==> config.mk <==
export PLATFORM = sky130hd
export DESIGN_NAME = irq_coalescer_flat
export DESIGN_NICKNAME = d
export VERILOG_FILES = /design/src/rtl/irq_coalescer_if.sv /design/src/rtl/irq_coalescer.sv /design/src/flat_wrapper.sv
export SDC_FILE = /design/constraint.sdc
export NUM_CORES = 1
export LEC_CHECK = 0
export BUFFER_PORTS_ARGS = -buffer_cell sky130_fd_sc_hd__buf_2
export CORE_ASPECT_RATIO = 1.5
export CORE_MARGIN = 3
export CORE_UTILIZATION = 32
export CTS_BUF_LIST = sky130_fd_sc_hd__clkbuf_4 sky130_fd_sc_hd__clkbuf_8
export CTS_CLUSTER_SIZE = 28
export DETAILED_ROUTE_END_ITERATION = 16
export PLACE_DENSITY_LB_ADDON = 0.25
export SLEW_MARGIN = 10
export SYNTH_ARGS = -nofsm -noshare
export SYNTH_HDL_FRONTEND = slang
export SYNTH_SLANG_ARGS = --single-unit
==> constraint.sdc <==
create_clock -name clk -period 4.7 [get_ports clk]
set_input_delay 0.705 -clock clk [delete_from_list [all_inputs] [get_ports clk]]
set_output_delay 0.705 -clock clk [all_outputs]
set_load 0.01 [all_outputs]
==> src/rtl/irq_coalescer_if.sv <==
// rtl/irq_coalescer_if.sv - event/config inputs and irq/pending outputs of the interrupt coalescer
interface irq_coalescer_if #(
    parameter int IRQ_COUNT = 4,
    parameter int CNT_WIDTH = 8,
    parameter int TMR_WIDTH = 16
);
    logic [IRQ_COUNT-1:0] event_in;
    logic [IRQ_COUNT-1:0] enable;
    logic [CNT_WIDTH-1:0] threshold;
    logic [TMR_WIDTH-1:0] timeout;
    logic                 flush;
    logic [IRQ_COUNT-1:0] irq_out;
    logic [IRQ_COUNT-1:0] pending;

    modport master (
        output event_in, enable, threshold, timeout, flush,
        input  irq_out, pending
    );

    modport slave (
        input  event_in, enable, threshold, timeout, flush,
        output irq_out, pending
    );
endinterface

==> src/rtl/irq_coalescer.sv <==
// rtl/irq_coalescer.sv - per-source rising-edge batcher firing one pulse on count threshold, timeout or flush
module irq_coalescer #(
    parameter int IRQ_COUNT = 4,
    parameter int CNT_WIDTH = 8,
    parameter int TMR_WIDTH = 16
) (
    input  logic            clk,
    input  logic            reset,
    irq_coalescer_if.slave  bus
);
    typedef enum logic {IDLE = 1'b0, ACCUM = 1'b1} state_t;

    logic [IRQ_COUNT-1:0] event_q, event_d;
    logic [IRQ_COUNT-1:0] rise;
    logic [CNT_WIDTH-1:0] thr_eff;
    logic                 timeout_on;

    assign event_d    = bus.event_in;
    assign rise       = bus.event_in & ~event_q & bus.enable;
    assign thr_eff    = (bus.threshold == '0) ? CNT_WIDTH'(1) : bus.threshold;
    assign timeout_on = (bus.timeout != '0);

    always_ff @(posedge clk or posedge reset) begin
        if (reset) begin
            event_q <= '0;
        end else begin
            event_q <= event_d;
        end
    end

    for (genvar k = 0; k < IRQ_COUNT; k++) begin : g_src
        state_t               state_q, state_d;
        logic [CNT_WIDTH-1:0] cnt_q, cnt_d, cnt_nxt;
        logic [TMR_WIDTH-1:0] tmr_q, tmr_d, tmr_nxt;
        logic                 irq_q, irq_d;
        logic                 fire;

        assign cnt_nxt = (rise[k] && (cnt_q != '1)) ? cnt_q + CNT_WIDTH'(1) : cnt_q;
        assign tmr_nxt = (tmr_q != '1) ? tmr_q + TMR_WIDTH'(1) : tmr_q;
        assign fire    = (cnt_nxt >= thr_eff)
                       || (timeout_on && (tmr_q >= bus.timeout))
                       || bus.flush;

        always_comb begin
            state_d = state_q;
            cnt_d   = cnt_q;
            tmr_d   = tmr_q;
            irq_d   = 1'b0;
            case (state_q)
                IDLE: begin
                    if (rise[k]) begin
                        if (thr_eff <= CNT_WIDTH'(1)) begin
                            irq_d = 1'b1;
                        end else begin
                            cnt_d   = CNT_WIDTH'(1);
                            tmr_d   = TMR_WIDTH'(1);
                            state_d = ACCUM;
                        end
                    end
                end
                ACCUM: begin
                    // A disabled source drops its batch silently; a rise in the fire cycle joins the fired batch.
                    if (!bus.enable[k]) begin
                        cnt_d   = '0;
                        tmr_d   = '0;
                        state_d = IDLE;
                    end else if (fire) begin
                        irq_d   = 1'b1;
                        cnt_d   = '0;
                        tmr_d   = '0;
                        state_d = IDLE;
                    end else begin
                        cnt_d = cnt_nxt;
                        tmr_d = tmr_nxt;
                    end
                end
                default: begin
                    cnt_d   = '0;
                    tmr_d   = '0;
                    state_d = IDLE;
                end
            endcase
        end

        always_ff @(posedge clk or posedge reset) begin
            if (reset) begin
                state_q <= IDLE;
                cnt_q   <= '0;
                tmr_q   <= '0;
                irq_q   <= 1'b0;
            end else begin
                state_q <= state_d;
                cnt_q   <= cnt_d;
                tmr_q   <= tmr_d;
                irq_q   <= irq_d;
            end
        end

        assign bus.irq_out[k] = irq_q;
        assign bus.pending[k] = (state_q == ACCUM);
    end
endmodule
==> src/flat_wrapper.sv <==
// flat-port wrapper written by rule: the top's interface ports become plain ports
module irq_coalescer_flat 
#(
    parameter int IRQ_COUNT = 4,
    parameter int CNT_WIDTH = 8,
    parameter int TMR_WIDTH = 16
)
  (clk, reset, bus_event_in, bus_enable, bus_threshold, bus_timeout, bus_flush, bus_irq_out, bus_pending);
  irq_coalescer_if #(.IRQ_COUNT(IRQ_COUNT), .CNT_WIDTH(CNT_WIDTH), .TMR_WIDTH(TMR_WIDTH)) bus_i ();
  input  logic clk;
  input  logic reset;
  input wire logic [$bits(bus_i.event_in)-1:0] bus_event_in;
  input wire logic [$bits(bus_i.enable)-1:0] bus_enable;
  input wire logic [$bits(bus_i.threshold)-1:0] bus_threshold;
  input wire logic [$bits(bus_i.timeout)-1:0] bus_timeout;
  input wire logic [$bits(bus_i.flush)-1:0] bus_flush;
  output wire logic [$bits(bus_i.irq_out)-1:0] bus_irq_out;
  output wire logic [$bits(bus_i.pending)-1:0] bus_pending;
  assign bus_i.event_in = bus_event_in;
  assign bus_i.enable = bus_enable;
  assign bus_i.threshold = bus_threshold;
  assign bus_i.timeout = bus_timeout;
  assign bus_i.flush = bus_flush;
  assign bus_irq_out = bus_i.irq_out;
  assign bus_pending = bus_i.pending;
  irq_coalescer #(.IRQ_COUNT(IRQ_COUNT), .CNT_WIDTH(CNT_WIDTH), .TMR_WIDTH(TMR_WIDTH)) u_core (.clk(clk), .reset(reset), .bus(bus_i));
endmodule
======== Yosys cells after proc, flatten, opt, wreduce, memory -nomap -nowiden ========
Index checks and enable logic that the tools add are counted.
word-level totals
  register bits ........................... 108
  bits of input ports ..................... 35
  output and inout bits ................... 8
  logic and storage cells ................. 164
operators by class
  add/sub/neg operators ................... 8
  $lt $le $gt $ge ......................... 9
  equal/unequal tests ..................... 20
  mux-type cells .......................... 77
  bitwise logic cells ..................... 7
  reduce and logical (&&, ||, !) cells .... 26
operator list
  kind                                                  count
  2-to-1 mux 16 bit                                     17
  2-to-1 mux 8 bit                                      18
  case mux 16 bit (2 select lines)                      4
  adder 16 x 1 -> 16 bit (second input constant)        4
  greater-or-equal comparator 16 bit                    4
  != test 16 bit (second input constant)                4
  case mux 8 bit (2 select lines)                       4
  adder 8 x 1 -> 8 bit (second input constant)          4
  greater-or-equal comparator 8 bit                     4
  != test 8 bit (second input constant)                 4
  2-to-1 mux 1 bit                                      26
  != test 4 bit (second input constant)                 4
  case mux 1 bit (2 select lines)                       8
  nonzero test 16 bit                                   1
  AND reduction 3 bit                                   4
  AND 4 bit                                             2
  <= comparator 8 x 1 -> 1 bit (second input constant)  1
  logical AND 1 bit                                     8
  zero test 8 bit                                       1
  logical OR 1 bit                                      8
  != test 2 x 1 -> 1 bit (second input constant)        4
  != test 2 bit (second input constant)                 4
  AND reduction 2 bit                                   4
  NOT 1 bit                                             4
  NOT 4 bit                                             1

======== Logic depth before layout (Yosys ltp) ========
  depth after elaboration ................. 11
  mapped depth ............................ 16
  depth with buffers taken out ............ 14

======== Worst setup path after synthesis ========
Ideal clock, no wire load.
  path kind ............................... input-to-reg
  start ................................... input bus_event_in[3]
  end ..................................... register u_core.g_src[3].tmr_q[6]
  library setup time ...................... 0.125 ns
  arrival time ............................ 3.831 ns
  required time ........................... 4.575 ns
  slack ................................... 0.744 ns
  stages .................................. 15
  path buffers ............................ 1
  cell sequence ........................... nor2b_1 -> nand2_1 -> a31oi_2 -> nand4_1 -> and2_1 -> or2_2 -> ha_1 -> and3_1 -> nand2_1 -> or4_1 -> and4_1 -> o21ai_1 -> buf_2 -> nor2_1 -> mux2_2
on the way
  cells in the longest elaborated chain, start to end .. 10
  elaborated cells between the ends (all ways) .. 13
  those cells by class .................... order compare (1); eq/ne (2); mux (4); bitwise (2); reduce/logical (4)
ends and longest elaborated chain
  element                            RTL line             source
  start, declared                    flat_wrapper.sv:12   input wire logic [$bits(bus_i.event_in)-1:0] bus_event_in;
  AND 4 bit (*) (2 in series)        irq_coalescer.sv:19  assign rise = bus.event_in & ~event_q & bus.enable;
  logical AND 1 bit                  irq_coalescer.sv:38  assign cnt_nxt = (rise[k] && (cnt_q != '1)) ? cnt_q + CNT_WIDTH'(1) : cnt_q;
  2-to-1 mux 8 bit                   irq_coalescer.sv:38
  greater-or-equal comparator 8 bit  irq_coalescer.sv:40  assign fire = (cnt_nxt >= thr_eff)
  logical OR 1 bit                   irq_coalescer.sv:41  || (timeout_on && (tmr_q >= bus.timeout))
  logical OR 1 bit                   irq_coalescer.sv:42  || bus.flush;
  2-to-1 mux 16 bit                  irq_coalescer.sv:67  end else if (fire) begin
  2-to-1 mux 16 bit                  irq_coalescer.sv:63  if (!bus.enable[k]) begin
  case mux 16 bit (2 select lines)   irq_coalescer.sv:49  case (state_q)
  end signal, assigned               irq_coalescer.sv:94  tmr_q <= tmr_d;
  end, declared                      irq_coalescer.sv:34  logic [TMR_WIDTH-1:0] tmr_q, tmr_d, tmr_nxt;
Mark *: on every way between the ends. The rest lies on a longest branch, timed or not.
A chain may end at the register's enable or synchronous reset.

======== Worst setup path after layout ========
  start ................................... register u_core.g_src[1].cnt_q[0]
  end ..................................... register u_core.g_src[1].cnt_q[6]
on the way
  cells in the longest elaborated chain, start to end .. 9
  elaborated cells between the ends (all ways) .. 10
  those cells by class .................... add/sub (1); order compare (1); eq/ne (1); mux (4); reduce/logical (3)
ends and longest elaborated chain
  element                                                       RTL line             source
  start, declared                                               irq_coalescer.sv:33  logic [CNT_WIDTH-1:0] cnt_q, cnt_d, cnt_nxt;
  start signal, assigned                                        irq_coalescer.sv:93  cnt_q <= cnt_d;
  branches (longest 2 deep; another with adder 8 x 1 -> 8 bit)  --
  2-to-1 mux 8 bit (*)                                          irq_coalescer.sv:38
  greater-or-equal comparator 8 bit                             irq_coalescer.sv:40
  logical OR 1 bit                                              irq_coalescer.sv:41
  logical OR 1 bit                                              irq_coalescer.sv:42
  2-to-1 mux 8 bit (*)                                          irq_coalescer.sv:67
  2-to-1 mux 8 bit (*)                                          irq_coalescer.sv:63
  case mux 8 bit (2 select lines) (*)                           irq_coalescer.sv:49
Mark *: on every way between the ends.

==> results by group <==
Run status
  – Status: finished, final reports clean

Pwr
  – Lkg Pwr: 4.39 nW
  – Total power: 0.00200 W
  – Switching share of power: 30.6%
  – Gate power share: 15.5%
  – Worst VDD drop: 136 µV
  – Clock group share of total power: 34.8%
  – Internal power: 0.00139 W
  – Sequential power share: 49.7%
  – P_sw: 0.000612 W
  – P per Cell Area: 217 nW/µm²

Detailed routing
  – DR pass1 iterations: 4
  – Routed Antenna Nets: 0
  – DRC: 0
  – Vias per cell: 5.53
  – 1st-iter DRT viols: 412
  – Final wirelength: 24500 µm
  – Vias post-DR: 7429
  – Avg WL per Cell: 18.2 µm

Setup path
  – Max FO, Critical Path: 25
  – Critical path data arrival time: 4760 ps
  – RR Endpoint: u_core.g_src[1].cnt_q[6]$_DFFE_PP0P_
  – Critical path origin: u_core.g_src[1].cnt_q[0]$_DFFE_PP0P_
  – Critical Path End: u_core.g_src[1].cnt_q[6]$_DFFE_PP0P_
  – Critical path launch point type: flip-flop
  – Required @ worst endpoint: 5030 ps
  – Worst reg2reg path startpoint: u_core.g_src[1].cnt_q[0]$_DFFE_PP0P_
  – R2r worst-path depth: 13
  – Crit end category: flip-flop
  – FF-to-FF setup slack: 260 ps
  – Worst setup path class: flip-flop to flip-flop

Global route
  – Total gr overflow: 0
  – Gr usage total: 17.4%
  – Vias in the first global route: 7331
  – Initial antenna violation count: 0
  – Largest net degree at the start of global routing: 46
  – First-pass GRT wire length: 39200 µm

Timing
  – Minimum clock period: 4440 ps
  – Max_slew headroom: 36.7%
  – Sum Neg Setup Slack: 0 ps
  – Worst hold slack: 264 ps
  – Clk_skew: 21.3 ps
  – RSZ-0062 raised after global routing: false
  – Final setup viols: 0
  – Slew Limit Fails: 0
  – Max Clk Rate: 225 MHz
  – Crit share post-route: 94.4%
  – Endpoints failing hold: 0
  – Worst-Margin Slew: 945 ps

Cells and area
  – Nets: 1149
  – Diode count: 0
  – Filler cells: 2668
  – Reg area: 2700 µm²
  – Area taken by multi-input logic gates: 5340 µm²
  – Share of cells above drive strength 1: 11.1%
  – Area grow syn2layout: 10.3%

Place
  – PortBufs: 42
  – Placer congestion estimate: 0.804
  – Hpwl dp: 18800 µm

CTS
  – Max Root-Sink Buffers: 2
  – CTS Buf Count: 9
  – Clk slew on worst S/H paths: 110 ps
  – Root Buffer Master: clkbuf_8
  – Total clock sinks: 108
  – Clk_lat worst skew: 420 ps
  – CTS tree: yes
  – # hold bufs at CTS: 0
  – Cts repair resizes: 0
  – Post-CTS setup buffer count: 0
  – H-tree Lvls: 3

Logic synthesis
  – Post-synth EDFFs: 0
  – Register area share after synthesis: 32.2%
  – Cell area after synthesis: 8380 µm²
  – Count of cell types in the netlist: 70
  – Share of Yosys cell area claimed by the top area cell type: 32.2%
  – Flops & latches, synth: 108
  – Async S/R FF share, synth: 100%
  – Syn_nets: 1109
  – Synth top area cells: dfrtp_1 (32%), ha_1 (16%), a21oi_1 (4.7%)
  – Synth Flop Type: dfrtp_1
  – Synth Instances: 970
  – Mean Syn Cell Area: 8.64 µm²
  – Yosys warning count: 0
  – Post-synth top area cell: dfrtp_1

Floorplan
  – Core Region: 25400 µm²
  – Starting Density: 33.0%
  – Rows: 71
  – Num ports: 43
  – Die X-Extent: 138 µm
  – Die height: 204 µm
  – Die area: 28200 µm²

Worst hold path
  – Min-delay worst type: input port to asynchronous set/reset pin

Job
  – Max-cap violations: 0
-- worst max-delay path: stages, from the launching register on --
cell,delay [ps]
dfrtp_1,470
ha_1,270
and3_1,200
a31oi_2,440
and4_1,340
nand3_1,110
xnor2_1,200
ha_1,270
a211oi_1,500
o211a_1,250
a32oi_1,260
or2_2,590
or3_1,400
o21ai_0,70
-- stage by stage --
stage,std cells,utilization [%],area (µm²),setup WS [ps]
floorplan,970,-,8380,744
global placement,1327,35.5,9020,210
detailed placement,1327,35.5,9020,167
CTS,1343,36.4,9250,231
global route,1343,36.4,9250,8.36
finish,1343,36.4,9250,263
-- kinds of logic (layout without fill, tap and decap cells) --
logic type	Yosys count	after routing	share of synthesized area [%]
flip-flops	108	108	32.2
AO/OA/AOI/OAI	259	259	20.1
XOR/XNOR	27	27	2.82
buffers and inverters	77	122	4.10
adder cells (fa/ha/maj)	104	104	15.5
multiplexers	9	9	1.16
AND/OR/NAND/NOR	386	386	24.1
-- sequential cells by signal, summed over array words and instances, names as in the netlist --
register and count:
u_core.g_src.tmr_q 64, u_core.g_src.cnt_q 32, u_core.event_q 4, u_core.g_src.irq_q 4, u_core.g_src.state_q 4
-- cell usage after synthesis (6+ instances only) --
library cell	number
dfrtp_1	108
ha_1	104
nand2_1	99
a21oi_1	78
o21ai_0	64
nor2_1	58
nand3_1	49
inv_1	42
a21o_1	29
nand4_1	26
nor3_1	25
and3_1	20
xnor2_1	19
or3_1	18
nor4_1	17
clkbuf_1	16
a22o_1	12
a31oi_1	10
and2_1	10
buf_4	10
nand2b_1	10
nor3b_1	10
or2_2	10
and4_1	9
o21a_1	9
buf_2	8
xor2_1	8
a211oi_1	7
nor2b_1	7
mux2_2	6
-- final cells by class --
class / instances / area share, %
inverter: 42 / 1.73
clock inverter: 6 / 1.00
tap: 328 / 4.44
multi-input combinational: 785 / 57.8
timing repair buffer: 64 / 4.33
clock buffer: 10 / 1.49
sequential: 108 / 29.2
-- per-layer routing --
layer	track usage (%)	share of wire [%]	vias up
met5	0	0	-
li1	-	-	3677
met4	6.85	2.8	0
met3	2.20	2.5	36
met2	33.9	55	86
met1	18.9	40	3630
-- power groups by stage --
stage / Combinational, W / Sequential [W] / Clock, W
2_1_floorplan: 0.000208 / 0.000996 / 0
3_3_place_gp: 0.000310 / 0.00101 / 0
3_5_place_dp: 0.000314 / 0.00101 / 0
4_1_cts: 0.000316 / 0.000995 / 0.000713
5_1_grt: 0.000356 / 0.00100 / 0.000746
6_report: 0.000310 / 0.000995 / 0.000697
-- how the worst min path moves through the flow --
stage	to	slack, ps	depth (start not counted)
finish	u_core.g_src[2].cnt_q[6]$_DFFE_PP0P_	260	2
global route	u_core.g_src[1].tmr_q[11]$_DFFE_PP0P_	280	2
CTS	u_core.g_src[1].tmr_q[14]$_DFFE_PP0P_	260	2
detailed placement	u_core.g_src[1].tmr_q[15]$_DFFE_PP0P_	490	1
global placement	u_core.g_src[1].tmr_q[15]$_DFFE_PP0P_	500	1
floorplan	u_core.g_src[1].tmr_q[15]$_DFFE_PP0P_	480	1
-- cells in the final DEF, fill, tap and decap left out, drive strengths merged, types with 29 or more instances in the layout --
cell type and instances:
a21o 29, a21oi 79, buf 64, dfrtp 108, ha 104, inv 44, nand2 99, nand3 49
nor2 58, o21ai 65
Power figures use the tool's default switching activity.
